File: src/rtl/detector_test_sequencer.sv
// Test sequencer for the Moore sequence detector: clears it, plays a latched
// pattern MSB-first at a programmable pace and records the detector output per bit.
module detector_test_sequencer #(
  parameter int STEP_DIV = 1,
  parameter int DIV_W    = 8
) (
  input  logic        clock,
  input  logic        resetn,
  input  logic        start,
  input  logic        abort,
  input  logic [15:0] pattern,
  input  logic [4:0]  length,
  input  logic        det_out,
  output logic        det_w,
  output logic        det_en,
  output logic        det_resetn,
  output logic        busy,
  output logic        done,
  output logic [15:0] hit_map,
  output logic [4:0]  hit_count,
  output logic [2:0]  state_out
);

  typedef enum logic [2:0] {
    IDLE   = 3'd0,
    CLEAR  = 3'd1,
    WAIT   = 3'd2,
    STEP   = 3'd3,
    SAMPLE = 3'd4,
    DONE   = 3'd5
  } state_t;

  localparam logic [DIV_W-1:0] DIV_LAST = DIV_W'(STEP_DIV - 1);

  state_t            state;
  state_t            state_next;
  logic [15:0]       pat;
  logic [4:0]        len;
  logic [3:0]        idx;
  logic [DIV_W-1:0]  divider;

  function automatic logic [4:0] clamp_len(input logic [4:0] l);
    return (l > 5'd16) ? 5'd16 : l;
  endfunction

  always_ff @(posedge clock) begin
    if (!resetn) state <= IDLE;
    else         state <= state_next;
  end

  always_comb begin
    state_next = state;
    case (state)
      IDLE:    if (start) state_next = (length != 5'd0) ? CLEAR : DONE;
      CLEAR:   state_next = WAIT;
      WAIT:    if (divider == DIV_LAST) state_next = STEP;
      STEP:    state_next = SAMPLE;
      SAMPLE:  state_next = (idx == 4'd0) ? DONE : WAIT;
      DONE:    state_next = IDLE;
      default: state_next = IDLE;
    endcase
    // abort wins over every transition out of a busy state
    if (abort && state != IDLE) state_next = IDLE;
  end

  always_ff @(posedge clock) begin
    if (!resetn) begin
      pat       <= '0;
      len       <= '0;
      idx       <= '0;
      divider   <= '0;
      hit_map   <= '0;
      hit_count <= '0;
    end else if (!(abort && state != IDLE)) begin
      case (state)
        IDLE: begin
          if (start && length != 5'd0) begin
            pat <= pattern;
            len <= clamp_len(length);
          end else if (start) begin
            hit_map   <= '0;
            hit_count <= '0;
          end
        end
        CLEAR: begin
          hit_map   <= '0;
          hit_count <= '0;
          idx       <= 4'(len - 5'd1);
          divider   <= '0;
        end
        WAIT: begin
          if (divider == DIV_LAST) divider <= '0;
          else                     divider <= divider + 1'b1;
        end
        SAMPLE: begin
          if (det_out) begin
            hit_map[idx] <= 1'b1;
            hit_count    <= hit_count + 5'd1;
          end
          if (idx != 4'd0) idx <= idx - 4'd1;
        end
        default: ;
      endcase
    end
  end

  assign det_en     = (state == STEP);
  assign det_w      = (state == STEP) ? pat[idx] : 1'b0;
  assign det_resetn = resetn && (state != CLEAR);
  assign busy       = (state != IDLE);
  assign done       = (state == DONE);
  assign state_out  = state;

endmodule

File: config.mk
export PLATFORM = sky130hd
export DESIGN_NAME = detector_test_sequencer
export DESIGN_NICKNAME = d
export VERILOG_FILES = /design/src/rtl/detector_test_sequencer.sv
export SDC_FILE = /design/constraint.sdc
export NUM_CORES = 1
export LEC_CHECK = 0
export ABC_AREA = 1
export CORE_UTILIZATION = 39
export CTS_CLUSTER_SIZE = 14
export DETAILED_ROUTE_END_ITERATION = 10
export GPL_TIMING_DRIVEN = 1
export PLACE_DENSITY = 0.62
export SLEW_MARGIN = 20
export SYNTH_ARGS = -nofsm -noshare
export SYNTH_HDL_FRONTEND = slang
export SYNTH_SLANG_ARGS = --single-unit
File: constraint.sdc
create_clock -name clock -period 3 [get_ports clock]
set_input_delay 0.6 -clock clock [delete_from_list [all_inputs] [get_ports clock]]
set_output_delay 0.6 -clock clock [all_outputs]
set_load 0.005 [all_outputs]
==> results of run 1 <==
-- cell type report --
type / count / share of cell area [%]
clock buffer: 8 / 2.552
inverter: 42 / 4.466
multi-input combinational: 313 / 41.86
sequential: 56 / 31.76
tap: 96 / 3.403
timing repair buffer: 57 / 15.95
-- metal layers --
| layer | wire length [um] | global-route usage (%) | vias to the layer above |
|---|---|---|---|
| met1 | 3237 | 24.69 | 1275 |
| met2 | 3046 | 31.64 | 49 |
| met3 | 225 | 3.981 | 6 |
| met5 | 0 | 0 | - |
| met4 | 58 | 3.428 | 0 |
| li1 | - | - | 1466 |
-- worst min-delay path: stages, from the launching register on --
cell      delay [ns]
dfxtp_1         0.31
inv_1           0.06
a211oi_1        0.06
-- cell usage in the layout, fill, tap and decap left out, drive strengths merged --
cell	instances
nand2	110
nor2	82
dfxtp	56
clkdlybuf4s50	54
a21oi	48
inv	42
o21ai	24
nand3	22
nand4	8
clkbuf	8
nor3	6
a211oi	5
ha	4
buf	3
xor2	2
nand3b	1
o21bai	1
-- flip-flops by register name, summed over array words and instances, names as in the netlist --
signal and flops:
hit_count 5, idx 4, state_out 3, len 4, divider 8, pat 16
hit_map 16
-- cells by family (layout without fill, tap and decap cells) --
group,count (synthesis),in the layout,share of synthesized area [%]
xor gates and xnor gates,2,2,0.6185
DFF,56,56,39.58
and+or+nand+nor,229,229,35.29
buffers and inverters,56,107,8.436
adders and majority gates,4,4,1.767
AOI/OAI and AO/OA,78,78,14.31
-- worst max-delay path by stage --
| stage | startpoint | endpoint | slack, ns | depth (start not counted) |
|---|---|---|---|---|
| after detailed placement | idx[0]$_SDFFE_PN0P_ | det_w | 0.51 | 9 |
| after floorplan | resetn | det_resetn | 1.19 | 4 |
| after global placement | idx[1]$_SDFFE_PN0P_ | det_w | 0.55 | 9 |
| final | idx[1]$_SDFFE_PN0P_ | det_w | 0.31 | 9 |
| after CTS | idx[1]$_SDFFE_PN0P_ | det_w | 0.17 | 9 |
| after global routing | idx[1]$_SDFFE_PN0P_ | det_w | 0.11 | 9 |
-- synth_stat cells --
library cell	instances	share of area (%)
nand2_1	105	14
nor2_1	77	10
dfxtp_1	56	40
a21oi_1	48	8.5
inv_1	40	5.3
o21ai_0	24	4.2
nand3_1	20	3.5
clkbuf_1	8	1.1
nand4_1	8	1.8
nor3_1	6	1.1
a211oi_1	5	1.3
ha_1	4	1.8
buf_6	3	1.2
nand2_4	3	1.2
buf_2	2	0.35
inv_2	2	0.27
nand2_2	2	0.44
nor2_2	2	0.44
nor2_4	2	0.79
xor2_1	2	0.62
buf_4	1	0.27
nand3_2	1	0.35
nand3_4	1	0.62
nand3b_1	1	0.27
nor2_8	1	0.71
o21bai_1	1	0.27
-- through the flow --
stage / hold WS (ns) / std cells / area, um2 / setup slack, ns
after floorplan: 0.4368 / 425 / 2833 / 1.193
after global placement: 0.4563 / 564 / 3435 / 0.5531
after detailed placement: 0.4579 / 564 / 3435 / 0.5061
after CTS: 0.4740 / 572 / 3525 / 0.1705
after global routing: 0.4924 / 572 / 3530 / 0.1138
final: 0.4672 / 572 / 3530 / 0.3135
-- power by group through the flow --
stage	Sequential, W	Combinational, W	Clock [W]
floorplan	0.00103	0.000968	0
global placement	0.00105	0.00129	0
detailed placement	0.00106	0.00130	0
CTS	0.00104	0.00130	0.000430
global route	0.00106	0.00149	0.000471
finish	0.00104	0.00130	0.000418
==> results.txt, run 1 <==
Status: completed
Sequential Power Share: 37.7%
DIE WIDTH: 87.23 um
Mapped Area: 0.002833 mm2
Synthesized area per cell: 6.665 um2
Global-route wire length before repair: 11.46 mm
R2R setup slack: 1.09 ns
Sequential area share after synthesis: 39.58%
Worst-skew pair later-pin latency: 0.30 ns
Height of the die: 87.23 um
Clk buf depth: 2
Switch Pwr: 0.001192 W
Net Sw Frac: 43.23%
Synth warn: 0
WL/cell: 11.48 um
Total core area: 0.006907 mm2
Share of cells above drive strength 1: 5.252%
CP arrival: 2.09 ns
Clock Tree Root: clkbuf_8
Multi-input logic area: 0.001478 mm2
Post-CTS sizing: 0
Total Routing Usage GR: 18.67%
Hold Startpoint: len[0]$_SDFFE_PN0P_
DRT Pass-1 Iters: 4
Number of global-route vias before repair: 2611
RSZ-0062 raised after global routing: false
Fillers: 739
Post-CTS Setup Inserts: 0
Minimum clock period after layout: 2.686 ns
Tot Pwr: 0.002758 W
Area growth syn-to-layout: 24.60%
Final GP Congestion: 0.8756
CP Buf/Inv Count: 2
Crit-path cells: inv_1 -> nor2_2 -> nand2_1 -> nand4_1 -> nand2_1 -> nand2_1 -> nor2_1 -> nor2_1 -> clkdlybuf4s50_1
Crit Path Max Fanout: 8
Max-slew violation count: 0
#FFs+latches synth: 56
Via count: 2796
Hold Fails Final Rpt: 0
Port Buf Inserts: 54
Initial DRC count: 127
CTS Buf Count: 5
Worst-margin pin slew: 0.7889 ns
Pint: 0.001565 W
Rel. slew slack: 47.35%
Distinct cells, synth: 26
FF-to-FF End: hit_count[1]$_SDFFE_PN0P_
Initial antenna violation count: 0
Combinational Power Share: 47.1%
Vias per inst: 4.888
Hold Path Stages: 2
Grt ovf: 0
Max Cap Viol: 0
Hold WC Path Type: reg2reg
Worst IR drop on VDD: 0.3064 mV
Crit-path slowest cell: clkdlybuf4s50_1
Row cnt: 30
Sequential cell area: 0.001121 mm2
Cells after synthesis: 425
F_max: 0.3722 GHz
Final Cycle Share: 89.55%
Initial Util: 41.01%
CTS Hold Bufs: 0
Most used cell, CP: nand2_1
Clock-pin slew on the worst setup and hold paths: 0.09 ns
Reg2Reg Launch Point: state_out[2]$_SDFFE_PP0P_
Leak: 1.414 nW
CP peak stage delay: 0.51 ns
Critical path class: reg2out
Routed WL: 6.567 mm
Hold endpoint: len[0]$_SDFFE_PN0P_
PD cells: 781.3 mW/mm2
Crit-path leading delay family: simple AND/OR/NAND/NOR gates
CP Data Required Time: 2.40 ns
Diode count: 0
Fin nets: 505
Clock skew: 0.008900 ns
Setup TNS: 0 ns
Util after Layout: 51.11%
ANT nets after route: 0
Final setup vio count: 0
Critical Path Start Type: register
Register-to-Register Path Depth: 9
Pin count of the biggest net entering global routing: 28
CTS sink cnt: 56
DRC: 0
H-tree depth: 2
Clock Power Share: 15.2%
Net Count, Synth: 455
Num ports: 55
CTS tree: yes
Crit end category: output pin
Post-detail-place hpwl: 4.723 mm
Total Die Area: 0.007608 mm2
Note: power is estimated with default switching activity, not from simulation.
==> run 2, diff against run 1 <==
Settings changed: HOLD_SLACK_MARGIN set to 0.03.
==> results of run 2 <==
Final layout, timing and power as in run 1 (identical DEF).
==> run 3, diff against run 2 <==
Settings changed: SETUP_SLACK_MARGIN set to 0.1.
==> results of run 3 <==
Final layout, timing and power as in run 1 (identical DEF).
